<file path="src/rtl/alu_pkg.sv">
// -----------------------------------------------------------------------------
// alu_pkg
// Shared definitions for the ALU and its downstream result buffer:
//   - alu_cmd_e      : 3-bit ALU command encodings
//   - FLAG_*         : bit positions inside the 4-bit flag word
//   - cmd_flags_valid: carry/zero/overflow are meaningful only for ADD/SUB
//   - normalise_flags: builds the stored flag word for a given command
// -----------------------------------------------------------------------------
package alu_pkg;

    typedef enum logic [2:0] {
        CMD_ADD  = 3'd0,
        CMD_SUB  = 3'd1,
        CMD_XOR  = 3'd2,
        CMD_SLT  = 3'd3,
        CMD_AND  = 3'd4,
        CMD_NAND = 3'd5,
        CMD_NOR  = 3'd6,
        CMD_OR   = 3'd7
    } alu_cmd_e;

    localparam int CMD_W  = 3;
    localparam int FLAG_W = 4;

    localparam int FLAG_CARRY = 0;
    localparam int FLAG_ZERO  = 1;
    localparam int FLAG_OVF   = 2;
    localparam int FLAG_NEG   = 3;

    // Arithmetic flags only mean something for the 00x commands (ADD, SUB).
    function automatic logic cmd_flags_valid(input logic [CMD_W-1:0] cmd);
        return (cmd == CMD_ADD) || (cmd == CMD_SUB);
    endfunction

    // Negative always follows the result MSB; the other three flags are
    // forced to zero for commands where the ALU does not define them.
    function automatic logic [FLAG_W-1:0] normalise_flags(
        input logic [CMD_W-1:0] cmd,
        input logic             neg,
        input logic             carry,
        input logic             zero,
        input logic             ovf
    );
        logic [FLAG_W-1:0] f;
        logic              keep;
        keep          = cmd_flags_valid(cmd);
        f             = '0;
        f[FLAG_NEG]   = neg;
        f[FLAG_OVF]   = ovf   & keep;
        f[FLAG_ZERO]  = zero  & keep;
        f[FLAG_CARRY] = carry & keep;
        return f;
    endfunction

endpackage

</file>
<file path="src/rtl/alu_result_fifo_mem.sv">
// -----------------------------------------------------------------------------
// alu_result_fifo_mem
// Storage array for the ALU result buffer: DEPTH entries of DATA_W bits.
// Ports:
//   clk   in          clock, rising edge
//   we    in          write enable
//   waddr in  ADDR_W  write address
//   wdata in  DATA_W  write data
//   raddr in  ADDR_W  read address
//   rdata out DATA_W  read data (combinational from raddr)
// The data array carries no reset; validity is tracked by the owner.
// -----------------------------------------------------------------------------
module alu_result_fifo_mem #(
    parameter int DEPTH  = 4,
    parameter int DATA_W = 39,
    parameter int ADDR_W = $clog2(DEPTH)
) (
    input  logic              clk,
    input  logic              we,
    input  logic [ADDR_W-1:0] waddr,
    input  logic [DATA_W-1:0] wdata,
    input  logic [ADDR_W-1:0] raddr,
    output logic [DATA_W-1:0] rdata
);

    logic [DATA_W-1:0] mem_q [DEPTH];

    always_ff @(posedge clk) begin
        if (we) begin
            mem_q[waddr] <= wdata;
        end
    end

    // Read is asynchronous so the head entry is visible in the same cycle
    // the registered read pointer moves.
    assign rdata = mem_q[raddr];

endmodule

</file>
<file path="src/rtl/alu_result_buffer.sv">
// -----------------------------------------------------------------------------
// alu_result_buffer
// Small FIFO between the combinational ALU and its consumer. Captures result,
// normalised flags and command on a valid/ready push, presents the head entry
// on out_*, and keeps sticky overflow/carry bits until sticky_clr.
// Ports:
//   clk, rst_n                      clock / asynchronous active-low reset
//   in_valid, in_ready              producer handshake (in_ready = !full)
//   in_result, in_carryout, in_zero,
//   in_overflow, in_command         ALU outputs sampled on a push
//   out_valid, out_ready            consumer handshake (out_valid = !empty)
//   out_result, out_flags,
//   out_command                     head entry ({neg, ovf, zero, carry})
//   sticky_ovf, sticky_carry        accumulated add/sub status
//   sticky_clr                      synchronous clear of both sticky bits
//   count                           occupancy 0..DEPTH
// -----------------------------------------------------------------------------
module alu_result_buffer
    import alu_pkg::*;
#(
    parameter int WIDTH = 32,
    parameter int DEPTH = 4,
    parameter int CNT_W = $clog2(DEPTH + 1)
) (
    input  logic             clk,
    input  logic             rst_n,
    input  logic             in_valid,
    output logic             in_ready,
    input  logic [WIDTH-1:0] in_result,
    input  logic             in_carryout,
    input  logic             in_zero,
    input  logic             in_overflow,
    input  logic [2:0]       in_command,
    output logic             out_valid,
    input  logic             out_ready,
    output logic [WIDTH-1:0] out_result,
    output logic [3:0]       out_flags,
    output logic [2:0]       out_command,
    output logic             sticky_ovf,
    output logic             sticky_carry,
    input  logic             sticky_clr,
    output logic [CNT_W-1:0] count
);

    localparam int PTR_W   = $clog2(DEPTH);
    localparam int ENTRY_W = WIDTH + FLAG_W + CMD_W;

    logic [PTR_W-1:0]   wptr_q, wptr_d;
    logic [PTR_W-1:0]   rptr_q, rptr_d;
    logic [CNT_W-1:0]   count_q, count_d;
    logic               sticky_ovf_q, sticky_ovf_d;
    logic               sticky_carry_q, sticky_carry_d;

    logic               full;
    logic               empty;
    logic               push;
    logic               pop;
    logic [FLAG_W-1:0]  in_flags;
    logic [ENTRY_W-1:0] wdata;
    logic [ENTRY_W-1:0] rdata;

    // Full/empty come only from the registered count, so a pop cannot make
    // room for a push in the same cycle.
    assign full  = (count_q == CNT_W'(DEPTH));
    assign empty = (count_q == '0);
    assign push  = in_valid && !full;
    assign pop   = out_ready && !empty;

    assign in_flags = normalise_flags(in_command, in_result[WIDTH-1],
                                      in_carryout, in_zero, in_overflow);
    assign wdata    = {in_result, in_flags, in_command};

    always_comb begin
        wptr_d         = wptr_q;
        rptr_d         = rptr_q;
        count_d        = count_q;
        sticky_ovf_d   = sticky_ovf_q;
        sticky_carry_d = sticky_carry_q;

        // DEPTH is a power of two, so the pointers wrap by truncation.
        if (push) begin
            wptr_d = wptr_q + PTR_W'(1);
        end
        if (pop) begin
            rptr_d = rptr_q + PTR_W'(1);
        end

        unique case ({push, pop})
            2'b10:   count_d = count_q + CNT_W'(1);
            2'b01:   count_d = count_q - CNT_W'(1);
            default: count_d = count_q;
        endcase

        // Clear is applied first so a same-cycle set overrides it.
        if (sticky_clr) begin
            sticky_ovf_d   = 1'b0;
            sticky_carry_d = 1'b0;
        end
        if (push && in_flags[FLAG_OVF]) begin
            sticky_ovf_d = 1'b1;
        end
        if (push && in_flags[FLAG_CARRY]) begin
            sticky_carry_d = 1'b1;
        end
    end

    always_ff @(posedge clk or negedge rst_n) begin
        if (!rst_n) begin
            wptr_q         <= '0;
            rptr_q         <= '0;
            count_q        <= '0;
            sticky_ovf_q   <= 1'b0;
            sticky_carry_q <= 1'b0;
        end else begin
            wptr_q         <= wptr_d;
            rptr_q         <= rptr_d;
            count_q        <= count_d;
            sticky_ovf_q   <= sticky_ovf_d;
            sticky_carry_q <= sticky_carry_d;
        end
    end

    alu_result_fifo_mem #(
        .DEPTH  (DEPTH),
        .DATA_W (ENTRY_W),
        .ADDR_W (PTR_W)
    ) u_mem (
        .clk   (clk),
        .we    (push),
        .waddr (wptr_q),
        .wdata (wdata),
        .raddr (rptr_q),
        .rdata (rdata)
    );

    // The array is not reset, so the head is masked to zero while empty.
    assign {out_result, out_flags, out_command} = empty ? '0 : rdata;

    assign in_ready     = !full;
    assign out_valid    = !empty;
    assign sticky_ovf   = sticky_ovf_q;
    assign sticky_carry = sticky_carry_q;
    assign count        = count_q;

endmodule

</file>
<file path="config.mk">
export PLATFORM = sky130hd
export DESIGN_NAME = alu_result_buffer
export DESIGN_NICKNAME = d
export VERILOG_FILES = /design/src/rtl/alu_pkg.sv /design/src/rtl/alu_result_fifo_mem.sv /design/src/rtl/alu_result_buffer.sv
export SDC_FILE = /design/constraint.sdc
export NUM_CORES = 1
export LEC_CHECK = 0
export CAP_MARGIN = 20
export CORE_AREA = 2 2 108 152
export DETAILED_ROUTE_END_ITERATION = 10
export DIE_AREA = 0 0 110 154
export GPL_TIMING_DRIVEN = 0
export REMOVE_ABC_BUFFERS = 1
export SLEW_MARGIN = 5
export SYNTH_ARGS = -nofsm -noshare
export SYNTH_HDL_FRONTEND = slang
export SYNTH_SLANG_ARGS = --single-unit
</file>
<file path="constraint.sdc">
create_clock -name clk -period 2.55 [get_ports clk]
set_clock_uncertainty 0.15 [all_clocks]
set_input_delay 0.255 -clock clk [delete_from_list [all_inputs] [get_ports clk]]
set_output_delay 0.255 -clock clk [all_outputs]
set_load 0.01 [all_outputs]
</file>
* After elaboration in Yosys (flattened, before gate mapping)
Memories as Yosys holds them, arrays and structs flattened.
Index checks and enable logic that the tools add are counted.
** Word-level totals
- Flip-flop bits (word level) :: 9
- Bits in writable memories :: 156
- Input port bits :: 43
- Output and inout port bits :: 46
- Logic and storage cells :: 36
- Memories kept :: 1
** Cells by class
- $add $sub $neg :: 4
- Equality and inequality tests :: 4
- Multiplexer cells :: 7
- Bitwise operators :: 3
- Reduce and logical (&&, ||, !) cells :: 12
** Memory list
- u_mem.mem_q :: depth 4, width 39, read ports 1, clocked after memory_dff 0, write ports 1, RTL line alu_result_fifo_mem.sv:26 : logic [DATA_W-1:0] mem_q [DEPTH];
** Operators with widths (number)
- $mux W39 :: 1
- $logic_not A3 Y1 :: 2
- $pmux W3 S2 :: 1
- $reduce_bool A2 Y1 :: 3
- $mux W1 :: 5
- $add A2 B1 Y2 const B :: 2
- $logic_and A1 B1 Y1 :: 4
- $add A3 B1 Y3 const B :: 1
- $and A1 B1 Y1 :: 3
- $eq A3 B1 Y1 const B :: 1
- $eq A3 B3 Y1 const B :: 1
- $sub A3 B1 Y3 const B :: 1
- $eq A2 B1 Y1 const B :: 1
- $eq A2 B2 Y1 const B :: 1
- $logic_not A1 Y1 :: 2
- $logic_or A1 B1 Y1 :: 1

* Logic depth before layout (Yosys ltp)
Gate-level depths: netlist (run 1).
- Depth after elaboration :: 5
- Mapped depth :: 10
- Gate-level depth less buffers :: 9

* Cells and area by module
A second synthesis (run 1) with hierarchy kept.
** Unflattened totals
- Cell total of the unflattened synthesis :: 291
- Area total of the unflattened synthesis :: 6377.4 µm²
** Modules (own cells, without submodules)
- alu_result_fifo_mem :: times used 1, cells an instance 207, area an instance 5649.2 µm², sequential area each 4684.5 µm²
- alu_result_buffer :: times used 1, cells an instance 84, area an instance 728.2 µm², sequential area each 225.2 µm²

* Worst setup path after synthesis (run 1)
Ideal clock, no wire load.
- Path type :: reg-to-reg
- Start :: reg count_q[0], in the netlist count[0]
- End :: reg count_q[2], in the netlist count[2]
- Data arrival time :: 2166 ps
- Data required time :: 2321 ps
- Path slack :: 155 ps
- Stages on the path, launching flop included :: 11
- Buffers on the path :: 1
- Clock period less this slack :: 2395 ps
- Cell sequence :: dfrtp_1 -> or3b_4 -> and2_4 -> buf_6 -> inv_1 -> ha_1 -> inv_1 -> fa_1 -> xor2_1 -> nor2_1 -> xor2_1
** Between the ends
- Cells in the longest elaborated chain, start to end :: 5
- Elaborated cells between the ends (all ways) :: 12
- Those cells by class :: add/sub: 2; eq/ne: 3; mux: 1; reduce/logical: 6
** Ends and longest elaborated chain
- start, declared :: RTL line alu_result_buffer.sv:50 : logic [CNT_W-1:0] count_q, count_d;
- start signal, assigned :: RTL line alu_result_buffer.sv:117 : count_q <= count_d;
- $eq A3 B3 Y1 * :: RTL line alu_result_buffer.sv:64 : assign full = (count_q == CNT_W'(DEPTH));
- $logic_not A1 Y1 *
- net in_ready :: RTL line alu_result_buffer.sv:28 : output logic in_ready,
- $logic_and A1 B1 Y1 * :: RTL line alu_result_buffer.sv:66 : assign push = in_valid && !full;
- $eq A2 B1 Y1 or $eq A2 B2 Y1 (tied branches) :: RTL line alu_result_buffer.sv:88 : unique case ({push, pop})
- $pmux W3 S2 or $reduce_bool A2 Y1 (tied branches)
Mark *: on every way through the listed nets, which the timed path passes. The rest lies on a longest branch.
A chain may end at the register's enable or synchronous reset.

* Worst setup path after layout (run 1)
- Start :: reg rptr_q[0]
- End :: out out_result[11]
** Between the ends
- Cells in the longest elaborated chain, start to end :: 2
** Ends and longest elaborated chain
- start, declared :: RTL line alu_result_buffer.sv:49 : logic [PTR_W-1:0] rptr_q, rptr_d;
- start signal, assigned :: RTL line alu_result_buffer.sv:116 : rptr_q <= rptr_d;
- $mem_v2 Z4 W39
- $mux W39 :: RTL line alu_result_buffer.sv:137 : assign {out_result, out_flags, out_command} = empty ? '0 : rdata;
- end, declared :: RTL line alu_result_buffer.sv:36 : output logic [WIDTH-1:0] out_result,
Every way passes these cells.

==> summary.md, run 1 <==
| Metric | Value |
|---|---|
| Status | `complete, no violations` |
| Via count | `3055` |
| Worst setup EP type | `output port` |
| Multi-input logic area | `between 0.001 and 0.0015 mm²` |
| Worst-margin pin slew | `approximately 1100 ps` |
| Core area | `~0.015 mm²` |
| CTS tree | `built` |
| Final hold vios | `0` |
| Crit path max fanout | `4` |
| Largest family of logic cells by synthesized area | `multiplexers` |
| Post-synthesis sequential area ratio | `76.4%` |
| Sw Ratio | `between 20% and 30%` |
| Leading area contributor after synthesis | `edfxtp_1` |
| Area grow syn2layout | `29.7%` |
| Internal | `~7.0 mW` |
| Comb pwr share | `a little over a third` |
| Final non-filler cell area | `a little over 0.008 mm²` |
| DRC Markers | `0` |
| Die W | `between 100 and 150 µm` |
| Clock Latency Late Sink | `410 ps` |
| VDD IR max | `approximately 640 µV` |
| Flops & latches, synth | `161` |
| Leak | `2.78 nW` |
| Critical Path AT | `roughly 2100 ps` |
| Post-synth ARST share | `under 10%` |
| # fillers | `between 1k and 1.5k` |
| Top cell types by occurrence after synthesis | `edfxtp_1 (152), and2_1 (42), mux4_2 (38)` |
| Storage cell area | `about 0.0048 mm²` |
| CP cell instances | `buf_6 -> clkbuf_16 -> mux4_2 -> and2_1 -> dlygate4sd2_1` |
| Nets | `approximately 450` |
| Crit path kind | `register to output port` |
| Total iterations of the first detailed-routing run | `5` |
| Crit share post-route | `between 90% and 100%` |
| Synth cell types | `23` |
| Post-Syn Area per Cell | `between 20 and 25 µm²` |
| CP top delay family | `buffers and inverters` |
| Clk pin slew, worst setup/hold paths | `about 70 ps` |
| Synth Area in Compound Gates | `less than 1%` |
| CP Depth | `5` |
| Total GRT Usage | `about 15%` |
| Mux contribution to synthesized area | `between 10% and 20%` |
| Reg power frac | `about two fifths` |
| Non-filler cells, final | `roughly 600` |
| CP max stage delay | `approximately 500 ps` |
| Drt wl/cell | `slightly above 20 µm` |
| Startpoint types | `register` |
| CTS max path bufs | `2` |
| R2r startpoint | `count[1]$_DFFE_PN0P_` |
| Grt ovf | `0` |
| FMAX | `between 0.4 and 0.5 GHz` |
| I/O pins | `89` |
| Core Rows | `54` |
| Finish-stage setup viols | `0` |
| Yosys warns | `0` |
| Number of global-route vias before repair | `3360` |
| Die Footprint | `0.0169 mm²` |
| Max Transition Viols Final | `0` |
| Via density | `slightly above 5` |
| Initial antenna violation count | `0` |
| Sw power | `roughly 2.9 mW` |
| Min-Delay Startpoint | `in_result[28]` |
| Post-synthesis adder-cell area fraction | `1.32%` |
| DP Wirelength | `between 6 and 7 mm` |
| Clock share of power | `25.1%` |
| Clock root buffer | `clkbuf_16` |
| Worst path bufs/invs | `3` |
| XOR/XNOR share of the synthesized area | `0.838%` |
| Total Wirelength | `between 10 and 15 mm` |
| DRT iter0 DRCs | `~120` |
| CTS sink count | `~160` |
| Share of the synthesized area in the top cell type | `between 70% and 80%` |
| Reg2Reg Setup Slack | `110 ps` |
| Post-Syn Area | `around 0.0063 mm²` |
| Min-delay worst type | `input pin to register` |
| Post-Synth Simple-Gate Area | `under 10%` |
| Critical path startpoint | `rptr_q[0]$_DFFE_PN0P_` |
| First-pass GRT wire length | `18.1 mm` |
| FF-to-FF End | `count[2]$_DFFE_PN0P_` |
| N_diodes | `0` |
| Worst Path Required | `roughly 2100 ps` |
| Tmin final | `around 2500 ps` |
| Slowest CP cell | `dfrtp_4` |
| Register-to-Register Path Depth | `9` |
| Slew headroom | `between 20% and 30%` |
| Final Wtd Congestion | `roughly 0.7` |
| Layout cells sized above 1 | `between 20 and 30%` |
| H-tree depth | `4` |
| Most frequent cell after synthesis | `edfxtp_1` |
| Post-synth EDFFs | `152` |
| Pwr Density | `between 1000 and 1500 mW/mm²` |
| Post-route antenna net violation count | `0` |
| Predominant post-synthesis flop cell | `edfxtp_1` |
| Starting density of the core | `40.5%` |
| Setup crit end | `out_result[11]` |
| DP Cell Count | `approximately 560` |
| Post-DP Area | `about 0.0074 mm²` |
| Largest net degree at the start of global routing | `between 40 and 50` |
| Max Cap Viol | `0` |
| Die Y | `between 150 and 200 µm` |
| Top area cells in the synthesized netlist | `edfxtp_1 (73%), mux4_2 (14%), and2_1 (4.2%), dfrtp_1 (3.6%), ha_1 (1.0%)` |
| Synth Instances | `between 200 and 300` |
| CTS buffer count | `17` |
| Port bufs | `88` |
-- layout by cell type (no fill, tap or decap), drive strengths merged, types with 3 or more instances in the layout --
cell / synthesis / routed
mux4: 38 / 38
edfxtp: 152 / 152
inv: 7 / 11
dlygate4sd2: 0 / 7
clkinv: 0 / 6
xor2: 3 / 3
xnor2: 3 / 3
and2: 43 / 43
clkdlybuf4s15: 0 / 26
ha: 5 / 5
dfrtp: 9 / 9
clkdlybuf4s50: 0 / 49
clkbuf: 7 / 19
and3: 4 / 4
buf: 8 / 16
-- what timing repair did --
| item | CTS | global route |
|---|---|---|
| pin swaps | 0 | 1 |
| hold endpoints to repair | 9 | 0 |
| setup buffers | 4 | 1 |
| endpoints found under the setup margin | 42 | 24 |
| hold buffers | 1 | 0 |
| resized for setup | 67 | 28 |
| gates cloned | 3 | 3 |
-- metal layers --
metal | GRT usage [%] | vias to the layer above | routed length (µm)
li1 | - | 1372 | -
met3 | 3.60 | 17 | 445
met4 | 6.45 | 0 | 252
met2 | 25.0 | 69 | 6410
met5 | 0 | - | 0
met1 | 18.4 | 1597 | 5180
-- cell families after synthesis --
logic type,Yosys count
and+or+nand+nor,53
xor gates and xnor gates,6
buffers and inverters,22
DFF,161
muxes,39
adders and majority gates,6
AOI/OAI and AO/OA,3
-- power by group through the flow --
stage	logic, mW	clock network [mW]	registers [mW]
finish	3.61	2.48	3.77
global route	3.91	2.62	3.84
CTS	3.50	2.53	3.76
detailed placement	3.55	0	3.83
global placement	3.29	0	4.03
floorplan	1.75	0	3.88
-- area by class of cell --
class                      instances  area share, %
clock buffer                      17           5.23
clock inverter                    14           1.94
inverter                           7          0.323
multi-input combinational        108           17.0
sequential                       161           59.0
tap                              196           3.02
timing repair buffer             101           13.5
-- metrics by stage --
stage	hold WS, ps	worst slack (ps)	power (mW)	TNS [ps]	utilization (%)
floorplan	-191	-360	5.63	-12680	-
global placement	344	-1570	7.32	-61210	47.2
detailed placement	353	-224	7.38	-431	47.6
CTS	307	0.205	9.79	0	51.9
global route	318	-1.18	10.4	-1.18	52.6
finish	324	60.5	9.86	0	52.6
-- worst min path at each step --
| stage | to | cells after the start |
|---|---|---|
| 2_1_floorplan | count[0]$_DFFE_PN0P_ | 0 |
| 3_3_place_gp | count[2]$_DFFE_PN0P_ | 1 |
| 3_5_place_dp | count[2]$_DFFE_PN0P_ | 1 |
| 4_1_cts | u_mem.mem_q[3][35]$_DFFE_PP_ | 1 |
| 5_1_grt | u_mem.mem_q[2][13]$_DFFE_PP_ | 1 |
| 6_report | u_mem.mem_q[1][35]$_DFFE_PP_ | 1 |
-- worst register-to-register path: stages (launching register included) --
cell     delay, ps
dfrtp_1        480
or3b_4         450
and2_4         200
inv_1           60
ha_1           190
inv_1           60
fa_1           370
xor2_1         150
nor2_1         110
xor2_1         150
-- sequential cells by signal (all words and copies together), names as in the netlist --
signal        flops
sticky_carry      1
u_mem.mem_q     152
count             3
wptr_q            2
rptr_q            2
sticky_ovf        1
(Power assumes the default switching activity.)
==> run 2, diff against run 1 <==
- CAP_MARGIN: 20 -> unset
==> results of run 2 <==
Same layout as run 1: the final DEF is identical, and so are final timing and power.
